==> config.mk <==
export PLATFORM = sky130hd
export DESIGN_NAME = bcd_display_ctrl
export DESIGN_NICKNAME = d
export VERILOG_FILES = /design/src/rtl/display_pkg.sv /design/src/rtl/bcd_add3_column.sv /design/src/rtl/bcd_display_ctrl.sv
export SDC_FILE = /design/constraint.sdc
export NUM_CORES = 1
export LEC_CHECK = 0
export CAP_MARGIN = 10
export CORE_UTILIZATION = 59
export CTS_CLUSTER_DIAMETER = 200
export DETAILED_ROUTE_END_ITERATION = 10
export GPL_TIMING_DRIVEN = 0
export PLACE_DENSITY = 0.92
export SLEW_MARGIN = 20
export SYNTH_ARGS = -nofsm -noshare
export SYNTH_HDL_FRONTEND = slang
export SYNTH_SLANG_ARGS = --single-unit
==> constraint.sdc <==
create_clock -name clk -period 2.2 [get_ports clk]
set_clock_uncertainty 0.2 [all_clocks]
set_input_delay 0.44 -clock clk [delete_from_list [all_inputs] [get_ports clk]]
set_output_delay 0.44 -clock clk [all_outputs]
set_load 0.05 [all_outputs]
==> src/rtl/display_pkg.sv <==
// Shared types and constants for the binary-to-display-digit controller.
package display_pkg;

  typedef enum logic [1:0] {
    IDLE,
    SHIFT,
    DONE
  } state_e;

  localparam int unsigned DIGIT_W        = 4;
  localparam logic [3:0]  BCD_ADD_THRESH = 4'd5;
  localparam logic [3:0]  BCD_ADD_VAL    = 4'd3;

  // Smallest value that no longer fits in n decimal digits.
  function automatic logic [63:0] pow10(input int unsigned n);
    logic [63:0] r;
    r = 64'd1;
    for (int unsigned i = 0; i < n; i++) r = r * 64'd10;
    return r;
  endfunction

  // Smallest value that no longer fits in n hex digits.
  function automatic logic [63:0] pow16(input int unsigned n);
    logic [63:0] r;
    r = 64'd1;
    for (int unsigned i = 0; i < n; i++) r = r * 64'd16;
    return r;
  endfunction

endpackage

==> src/rtl/bcd_add3_column.sv <==
// Double-dabble correction: every BCD digit >= 5 gets +3 before the next shift.
module bcd_add3_column
  import display_pkg::*;
#(
  parameter int unsigned DIGITS = 3
) (
  input  logic [DIGIT_W*DIGITS-1:0] scratch,
  output logic [DIGIT_W*DIGITS-1:0] corrected_c
);

  for (genvar k = 0; k < int'(DIGITS); k++) begin : g_digit
    logic [DIGIT_W-1:0] d;
    assign d = scratch[k*DIGIT_W +: DIGIT_W];
    assign corrected_c[k*DIGIT_W +: DIGIT_W] = (d >= BCD_ADD_THRESH) ? d + BCD_ADD_VAL : d;
  end

endmodule

==> src/rtl/bcd_display_ctrl.sv <==
// Converts a binary value into held display digits, either decimal via an
// iterative shift-add-3 engine (one bit per clock) or hex via a nibble split.
module bcd_display_ctrl
  import display_pkg::*;
#(
  parameter int unsigned BIN_WIDTH = 10,
  parameter int unsigned DIGITS    = 3
) (
  input  logic                   clk,
  input  logic                   reset_n,
  input  logic                   in_valid,
  output logic                   in_ready,
  input  logic [BIN_WIDTH-1:0]   in_value,
  input  logic                   hex_mode,
  output logic [4*DIGITS-1:0]    digits,
  output logic                   digits_valid,
  output logic                   overflow,
  output logic                   busy
);

  localparam int unsigned SCR_W     = DIGIT_W * DIGITS;
  localparam int unsigned CNT_W     = $clog2(BIN_WIDTH + 1);
  localparam logic [63:0] DEC_LIMIT = pow10(DIGITS);
  localparam logic [63:0] HEX_LIMIT = pow16(DIGITS);

  state_e               state_q, state_d;
  logic                 accept_c, shift_c, load_c, ovf_c;
  logic [BIN_WIDTH-1:0] bin_q;
  logic [SCR_W-1:0]     scratch_q, corr_c, result_c;
  logic [CNT_W-1:0]     cnt_q;
  logic                 hex_q, ovf_q;

  bcd_add3_column #(.DIGITS(DIGITS)) u_add3 (
    .scratch     (scratch_q),
    .corrected_c (corr_c)
  );

  always_ff @(posedge clk or negedge reset_n) begin
    if (!reset_n) state_q <= IDLE;
    else          state_q <= state_d;
  end

  always_comb begin
    state_d  = state_q;
    accept_c = 1'b0;
    shift_c  = 1'b0;
    load_c   = 1'b0;
    unique case (state_q)
      IDLE: begin
        if (in_valid) begin
          accept_c = 1'b1;
          state_d  = hex_mode ? DONE : SHIFT;
        end
      end
      SHIFT: begin
        shift_c = 1'b1;
        if (cnt_q == CNT_W'(1)) state_d = DONE;
      end
      DONE: begin
        load_c  = 1'b1;
        state_d = IDLE;
      end
      default: state_d = IDLE;
    endcase
  end

  // Range limit is decided at capture so the engine never needs to inspect lost bits.
  always_comb begin
    ovf_c = hex_mode ? (64'(in_value) >= HEX_LIMIT) : (64'(in_value) >= DEC_LIMIT);
  end

  always_comb begin
    result_c = hex_q ? SCR_W'(bin_q) : scratch_q;
    if (ovf_q) result_c = hex_q ? {DIGITS{4'hF}} : {DIGITS{4'h9}};
  end

  always_ff @(posedge clk or negedge reset_n) begin
    if (!reset_n) begin
      bin_q        <= '0;
      scratch_q    <= '0;
      cnt_q        <= '0;
      hex_q        <= 1'b0;
      ovf_q        <= 1'b0;
      digits       <= '0;
      digits_valid <= 1'b0;
      overflow     <= 1'b0;
    end else begin
      digits_valid <= load_c;
      if (accept_c) begin
        bin_q     <= in_value;
        hex_q     <= hex_mode;
        ovf_q     <= ovf_c;
        scratch_q <= '0;
        cnt_q     <= CNT_W'(BIN_WIDTH);
      end
      if (shift_c) begin
        scratch_q <= {corr_c[SCR_W-2:0], bin_q[BIN_WIDTH-1]};
        bin_q     <= {bin_q[BIN_WIDTH-2:0], 1'b0};
        cnt_q     <= cnt_q - CNT_W'(1);
      end
      if (load_c) begin
        digits   <= result_c;
        overflow <= ovf_q;
      end
    end
  end

  assign busy     = (state_q != IDLE);
  assign in_ready = (state_q == IDLE) && reset_n;

endmodule

# Yosys cells after proc, flatten, opt, wreduce, memory -nomap -nowiden
# Index checks and enable logic that the tools add are counted.
[word_totals]
in_bits = 14
reg_bits = 44
wordCells = 48
[op_classes]
n_eq_ne = 5
magnitude_cmp = 4
addsub = 4
n_mux = 21
reduce_logical = 5
[op_table]
columns = ["operator", "count"]
rows = [
  ["$mux 12", 4],
  ["$mux 10", 2],
  ["$mux 4", 4],
  ["$ge 4x3->1 const B", 3],
  ["$mux 11", 1],
  ["$ge 10x10->1 const B", 1],
  ["$add 4x2->4 const B", 2],
  ["$mux 2", 3],
  ["$mux 1", 5],
  ["$eq 4x1->1 const B", 1],
  ["$ne 2x2->1 const B", 2],
  ["$pmux 2 s2", 1],
  ["$reduce_bool 2->1", 2],
  ["$sub 4x1->4 const B", 1],
  ["$add 3x2->3 const B", 1],
  ["$mux 3", 1],
  ["$eq 2x1->1 const B", 1],
  ["$eq 2x2->1 const B", 1],
  ["$logic_not 2->1", 1],
  ["$reduce_and 2->1", 1],
  ["$logic_and 1x1->1", 1],
]

# Longest topological paths before layout
# Gate-level depths: netlist of run 1.
[depth]
word_depth = 4
mapped_depth = 6
mapped_depth_nobuf = 5

# Cells and area by module
# From an unflattened synthesis of run 1, not the netlist that was laid out.
[unflattened]
cells_unflattened = 254
hier_area_um2 = 2339.7
[by_module_without_submodules]
columns = ["module", "cells_per_inst", "instances", "area_each_um2"]
rows = [
  ["bcd_display_ctrl", 206, 1, 2035.7],
  ["bcd_add3_column", 48, 1, 304.0],
]

# Worst setup path after synthesis of run 1
# OpenSTA, ideal clock, no wires.
[synth_path]
path_kind = "reg-to-output"
startpoint = "register state_q[0]"
endpoint = "output port in_ready"
slack_ps = 495
arrival_ps = 1065
stages_incl_launch_ff = 4
cell_sequence = "dfrtp_1 -> buf_6 -> nor2_1 -> and2_1"
[synth_between]
elab_chain_cells = 2
[synth_lines]
columns = ["element", "line_no", "text"]
rows = [
  ["start, declared", "bcd_display_ctrl.sv:26", "state_e state_q, state_d;"],
  ["start signal, assigned", "bcd_display_ctrl.sv:40", "else state_q <= state_d;"],
  ["$logic_not 2->1", "bcd_display_ctrl.sv:109", "assign in_ready = (state_q == IDLE) && reset_n;"],
  ["$logic_and 1x1->1", "bcd_display_ctrl.sv:109", ""],
  ["end, declared", "bcd_display_ctrl.sv:12", "output logic in_ready,"],
]
# No other way between the ends.

# Final worst setup path of run 1
[layout_path]
startpoint = "register digits[5]"
endpoint = "output port digits[5]"
[layout_rtl]
columns = ["element", "line_no", "text"]
rows = [
  ["start, declared", "bcd_display_ctrl.sv:15", "output logic [4*DIGITS-1:0] digits,"],
  ["start signal, assigned", "bcd_display_ctrl.sv:102", "digits <= result_c;"],
]
# No word-level cell between the ends.

==> results.sh, run 1 <==
export IMPL_synth_fa_ha_area_share_pct=4.35
export IMPL_synthFlopType="dfrtp_1"
export IMPL_finalMaxSlewViolations=0
export IMPL_syn2layout_area_growth_pct=21.6
export IMPL_synth_distinct_cells=37
export IMPL_cts_max_level=2
export IMPL_grt_overflow_total=0
export IMPL_worstSetupPathType="reg -> out"
export IMPL_hold_ws_ns=0.280
export IMPL_outcome="finished, final reports clean"
export IMPL_core_area_sq_um=3690
export IMPL_avgSynthCellArea_sq_um=10.0
export IMPL_ys_seq_elements=44
export IMPL_ir_worst_vdd_mv=1.06
export IMPL_cp_max_fo=2
export IMPL_initial_core_util_pct=62.4
export IMPL_tritoncts="built"
export IMPL_synth_compound_area_share_pct=21.3
export IMPL_place_congestion=0.825
export IMPL_die_area_sq_um=4150
export IMPL_grt_usage_pct=29.4
export IMPL_cp_slowest_cell="clkdlybuf4s50_1"
export IMPL_crit_family="buffers and inverters"
export IMPL_path_clk_slew_ns=0.09
export IMPL_path_cells="clkdlybuf4s50_1"
export IMPL_finalWirelength_mm=5.33
export IMPL_synthMuxAreaShare_pct=6.09
export IMPL_cts_setup_buffers=0
export IMPL_drc=0
export IMPL_drv_cap=0
export IMPL_clk_latency_ns=0.30
export IMPL_power_w=0.00404
export IMPL_critPathCaptureType="output port"
export IMPL_ios=30
export IMPL_rows=22
export IMPL_hold_violations=0
export IMPL_rsz0062_at_grt="false"
export IMPL_fin_cells=318
export IMPL_clk_path_buf_depth=2
export IMPL_cp_arrival_ns=1.49
export IMPL_drive_gt1_share_pct=10.4
export IMPL_mostFrequentLayoutCells="44 x dfrtp_1, 28 x nand2_1, 26 x clkdlybuf4s50_1, 19 x inv_1, 17 x o21ai_0"
export IMPL_async_flop_share_pct=100
export IMPL_die_height_microns=64.5
export IMPL_cts_root_buf="clkbuf_8"
export IMPL_grt_max_degree=33
export IMPL_worstSetupStartpointType="flip-flop"
export IMPL_synth_top_family_by_area="compound AO/OA/AOI/OAI gates"
export IMPL_final_common_cell="dfrtp_1"
export IMPL_dpl_hpwl_mm=3.77
export IMPL_antenna_found_initial=0
export IMPL_synthCells=230
export IMPL_yosysSeqAreaShare_pct=47.9
export IMPL_grt_pass1_wl_mm=9.18
export IMPL_fmax_ghz=0.469
export IMPL_powerDensity_nw_per_um2=1440
export IMPL_wl_per_cell_microns=16.8
export IMPL_finalCriticalPeriod_ns=2.13
export IMPL_clock_sinks=44
export IMPL_synth_nets=252
export IMPL_drt_pass1_iterations=4
export IMPL_drtIter0Drc=154
export IMPL_cp_slowest_stage_delay_ns=0.81
export IMPL_diodes=0
export IMPL_worst_pin_slew_ns=0.564
export IMPL_viasPerCell=6.00
export IMPL_cts_inserted_buffers=5
export IMPL_place_inst=308
export IMPL_synth_edf_count=0
export IMPL_synthXorXnorAreaFrac_pct=1.14
export IMPL_ant_nets=0
export IMPL_hold_depth=1
export IMPL_cp_depth=1
export IMPL_fin_crit_sh_pct=96.8
export IMPL_cp_required_ns=1.56
export IMPL_num_nets_final=291
export IMPL_syn_area_sq_um=2300
export IMPL_slew_headroom_pct=62.3
export IMPL_port_buffers=29
export IMPL_setup_viol=0
export IMPL_hold_path_class="reg -> reg"
export IMPL_fp_dieW_microns=64.5
export IMPL_grt_pass1_vias=1883
export IMPL_vias=1907
export IMPL_r2r_cells=5
export IMPL_synth_simple_area_share_pct=11.3
export IMPL_cp_buffers_inverters=1
export IMPL_ys_warn_count=0
export IMPL_p_leak_nw=1.24
[registers in the layout, summed over array words and instances (netlist names)]
signal and cells:
digits 12, cnt_q 4, state_q 2, overflow 1, hex_q 1, ovf_q 1
bin_q 10, digits_valid 1, scratch_q 12
[path summary, 6_finish.rpt]
check	slack (ns)	startpoint	to
max in group asynchronous	0.91	reset_n	bin_q[0]
min reg2reg	0.28	digits[0]	digits[0]
min	0.28	digits[0]	digits[0]
max	0.07	digits[5]	digits[5]
max reg2reg	0.48	scratch_q[4]	scratch_q[5]
min in group asynchronous	0.51	reset_n	scratch_q[8]
[what timing repair did]
item | in CTS | in global routing
pin swaps | 0 | 0
endpoints found under the setup margin | 2 | 2
cloned | 0 | 0
hold buffers | 2 | 0
endpoints found under the hold margin | 12 | 0
resized for setup | 4 | 4
[cells by family after synthesis]
kind of cell	after synthesis
compound gates	73
xor+xnor	3
fa+ha+maj	8
buf+inv	34
flops	44
mux	14
simple gates	54
[metal layers]
layer / vias to the layer above / wire [microns] / global-route usage, %
met1: 932 / 2310 / 39.8
met4: 0 / 112 / 8.89
met3: 12 / 266 / 6.34
met5: - / 0 / 0
li1: 893 / - / -
met2: 70 / 2640 / 47.4
[synth_stat cells, types with 2 or more instances]
master	number	area, sq um
o22ai_1	2	12.5
nor2_1	7	26.3
o21ai_0	17	85.1
o21ai_1	2	10.0
a32o_1	3	30.0
o2111ai_1	7	61.3
a21oi_1	14	70.1
nand2b_1	6	37.5
mux2i_1	14	140
o32ai_1	2	17.5
dfrtp_1	44	1100
o221ai_1	3	26.3
nor3b_1	2	15.0
inv_1	19	71.3
buf_4	2	15.0
a21o_1	5	37.5
buf_2	8	40.0
o21a_1	3	22.5
xnor2_1	2	17.5
nor2b_1	4	25.0
o211ai_1	3	22.5
ha_1	8	100
nand2_1	28	105
o31ai_1	9	67.6
buf_6	3	33.8
nand3b_1	2	15.0
[worst reg2reg max path, cell delays in order (launching register included)]
cell and delay (ns):
dfrtp_1 0.45, inv_1 0.14, ha_1 0.21, nor2b_1 0.26
o21a_1 0.21, o221ai_1 0.13
[final cells by class]
| class | count | area, sq um |
|---|---|---|
| clock inverter | 2 | 38.8 |
| clock buffer | 6 | 82.6 |
| multi-input combinational | 152 | 1020 |
| buffer | 15 | 113 |
| inverter | 19 | 71.3 |
| sequential | 44 | 1100 |
| timing repair buffer | 32 | 315 |
| tap | 48 | 60.1 |
| fill | 282 | 891 |
[report_power, final]
part	total (W)	switching (W)	internal (W)
logic	0.00200	0.00124	0.000762
registers	0.00137	0.000265	0.00111
clock network	0.000659	0.000288	0.000371
total	0.00404	0.00179	0.00224
[metrics by stage]
step | setup slack, ns | instance area [sq um] | utilization (%) | setup TNS, ns
after detailed placement | -0.184 | 2670 | 72.3 | -0.184
after global placement | -1.89 | 2650 | 71.9 | -32.09
after CTS | 0.00729 | 2810 | 76.1 | 0
final | 0.0700 | 2800 | 75.8 | 0
after floorplan | 0.495 | 2300 | - | 0
after global routing | 0.0361 | 2800 | 75.8 | 0
Power figures use the tool's default switching activity.
==> inputs of run 2 (changes only) <==
Settings changed: GPL_TIMING_DRIVEN 0 to default.
==> results.sh, run 2 (same netlist as run 1, synthesis figures left out) <==
export IMPL_cp_buffers_inverters=1
export IMPL_fp_dieW_microns=64.5
export IMPL_drv_cap=0
export IMPL_setup_viol=0
export IMPL_final_design_area_no_fill_sq_um=2680
export IMPL_core_area_sq_um=3690
export IMPL_hold_violations=0
export IMPL_place_congestion=0.798
export IMPL_die_area_sq_um=4150
export IMPL_powerDensity_nw_per_um2=1400
export IMPL_pre_cts_ws_ns=0.147
export IMPL_mostFrequentLayoutCells="44 x dfrtp_1, 28 x nand2_1, 26 x clkdlybuf4s50_1, 19 x inv_1, 17 x o21ai_0"
export IMPL_ctsResizeCount=0
export IMPL_outcome="finished, final reports clean"
export IMPL_drive_gt1_share_pct=7.39
export IMPL_slew_headroom_pct=63.9
export IMPL_syn2layout_area_growth_pct=16.6
export IMPL_wl_per_cell_microns=15.6
export IMPL_ios=30
export IMPL_fmax_ghz=0.469
export IMPL_finalWirelength_mm=4.76
export IMPL_clk_latency_ns=0.30
export IMPL_place_inst=298
export IMPL_grt_pass1_wl_mm=8.34
export IMPL_initial_core_util_pct=62.4
export IMPL_dpl_hpwl_mm=3.47
export IMPL_num_nets_final=279
export IMPL_rsz0062_at_grt="false"
export IMPL_cts_inserted_buffers=5
export IMPL_final_common_cell="dfrtp_1"
export IMPL_clock_sinks=44
export IMPL_cts_setup_buffers=0
export IMPL_cp_max_fo=2
export IMPL_vias=1813
export IMPL_drc=0
export IMPL_multi_input_area_sq_um=1020
export IMPL_worstSetupStartpointType="flip-flop"
export IMPL_tritoncts="built"
export IMPL_seq_area_sq_um=1100
export IMPL_top_regs="digits: 12 flops, scratch_q: 12 flops, bin_q: 10 flops"
export IMPL_viasPerCell=5.94
export IMPL_path_clk_slew_ns=0.08
export IMPL_grt_pass1_vias=1780
export IMPL_cp_required_ns=1.56
export IMPL_grt_max_degree=45
export IMPL_critPathCaptureType="output port"
export IMPL_worst_slack_ns=0.0701
export IMPL_tns_ns=0
export IMPL_worst_pin_slew_ns=0.541
export IMPL_rows=22
export IMPL_dpl_cell_area_sq_um=2600
export IMPL_ctsHoldBuffers=0
export IMPL_drt_pass1_iterations=4
export IMPL_cts_root_buf="clkbuf_8"
export IMPL_port_buffers=29
export IMPL_antenna_found_initial=0
export IMPL_cp_arrival_ns=1.49
export IMPL_clk_path_buf_depth=2
export IMPL_drtIter0Drc=121
export IMPL_hold_path_class="in -> async"
export IMPL_finalCriticalPeriod_ns=2.13
export IMPL_ir_worst_vdd_mv=0.835
export IMPL_crit_family="buffers and inverters"
export IMPL_diodes=0
export IMPL_grt_overflow_total=0
export IMPL_cts_max_level=2
export IMPL_cp_slowest_cell="clkdlybuf4s50_1"
export IMPL_cp_slowest_stage_delay_ns=0.81
export IMPL_power_w=0.00377
export IMPL_ant_nets=0
export IMPL_fin_cells=305
export IMPL_path_cells="clkdlybuf4s50_1"
export IMPL_worstSetupPathType="reg -> out"
export IMPL_fin_crit_sh_pct=96.8
export IMPL_p_leak_nw=1.17
export IMPL_grt_usage_pct=26.5
export IMPL_die_height_microns=64.5
export IMPL_n_fill_cell=280
export IMPL_finalMaxSlewViolations=0
run 2: changes by cell type in the layout (fill, tap and decap cells not counted):
cell and delta:
buf_2 -9, buf_4 +4, buf_6 -3, dlygate4sd3_1 -2
bufinv_16 -1, clkbuf_1 -1, clkbuf_2 -1, clkbuf_8 -1
clkinv_2 +1, clkinv_4 -1, clkinvlp_4 +1, nor2b_1 -1
nor2b_2 +1
run 2: per-stage QoR:
step           hold WS (ns)  util (%)
2_1_floorplan       -0.0556         -
3_3_place_gp          0.260      70.5
3_5_place_dp          0.265      70.5
4_1_cts              0.0735      72.7
5_1_grt               0.106      72.7
6_report             0.0563      72.7
run 2: final cells by class:
class / count / share of cell area [%]
Sequential cell: 44 / 41.0
Multi-Input combinational cell: 152 / 38.0
Timing Repair Buffer: 35 / 13.1
Inverter: 19 / 2.66
Clock buffer: 5 / 2.57
Tap cell: 48 / 2.24
Clock inverter: 2 / 0.466
run 2: routing by layer:
| layer | GRT usage, % | vias up | part of all wire, % |
|---|---|---|---|
| met5 | 0 | - | 0 |
| met2 | 41.3 | 57 | 48 |
| li1 | - | 862 | - |
| met1 | 36.8 | 884 | 45 |
| met4 | 10.0 | 0 | 2.1 |
| met3 | 4.93 | 10 | 4.6 |
run 2: worst paths after layout:
check / to / from / depth (start not counted) / slack [ns]
min in group clk: digits[9] / digits[9] / 2 / 0.28
worst max register to register: scratch_q[8] / scratch_q[4] / 5 / 0.54
max in group asynchronous: digits[7] / reset_n / 2 / 1.38
worst min register to register: digits[9] / digits[9] / 2 / 0.28
worst min-delay path: scratch_q[10] / reset_n / 2 / 0.06
worst max-delay path: digits[2] / digits[2] / 1 / 0.07
run 2: where the power goes:
part	total, W	switching, W	internal [W]	leakage (nW)
combinational	0.00184	0.00113	0.000714	0.555
clock	0.000488	0.000274	0.000215	0.0400
sequential	0.00143	0.000325	0.00111	0.576
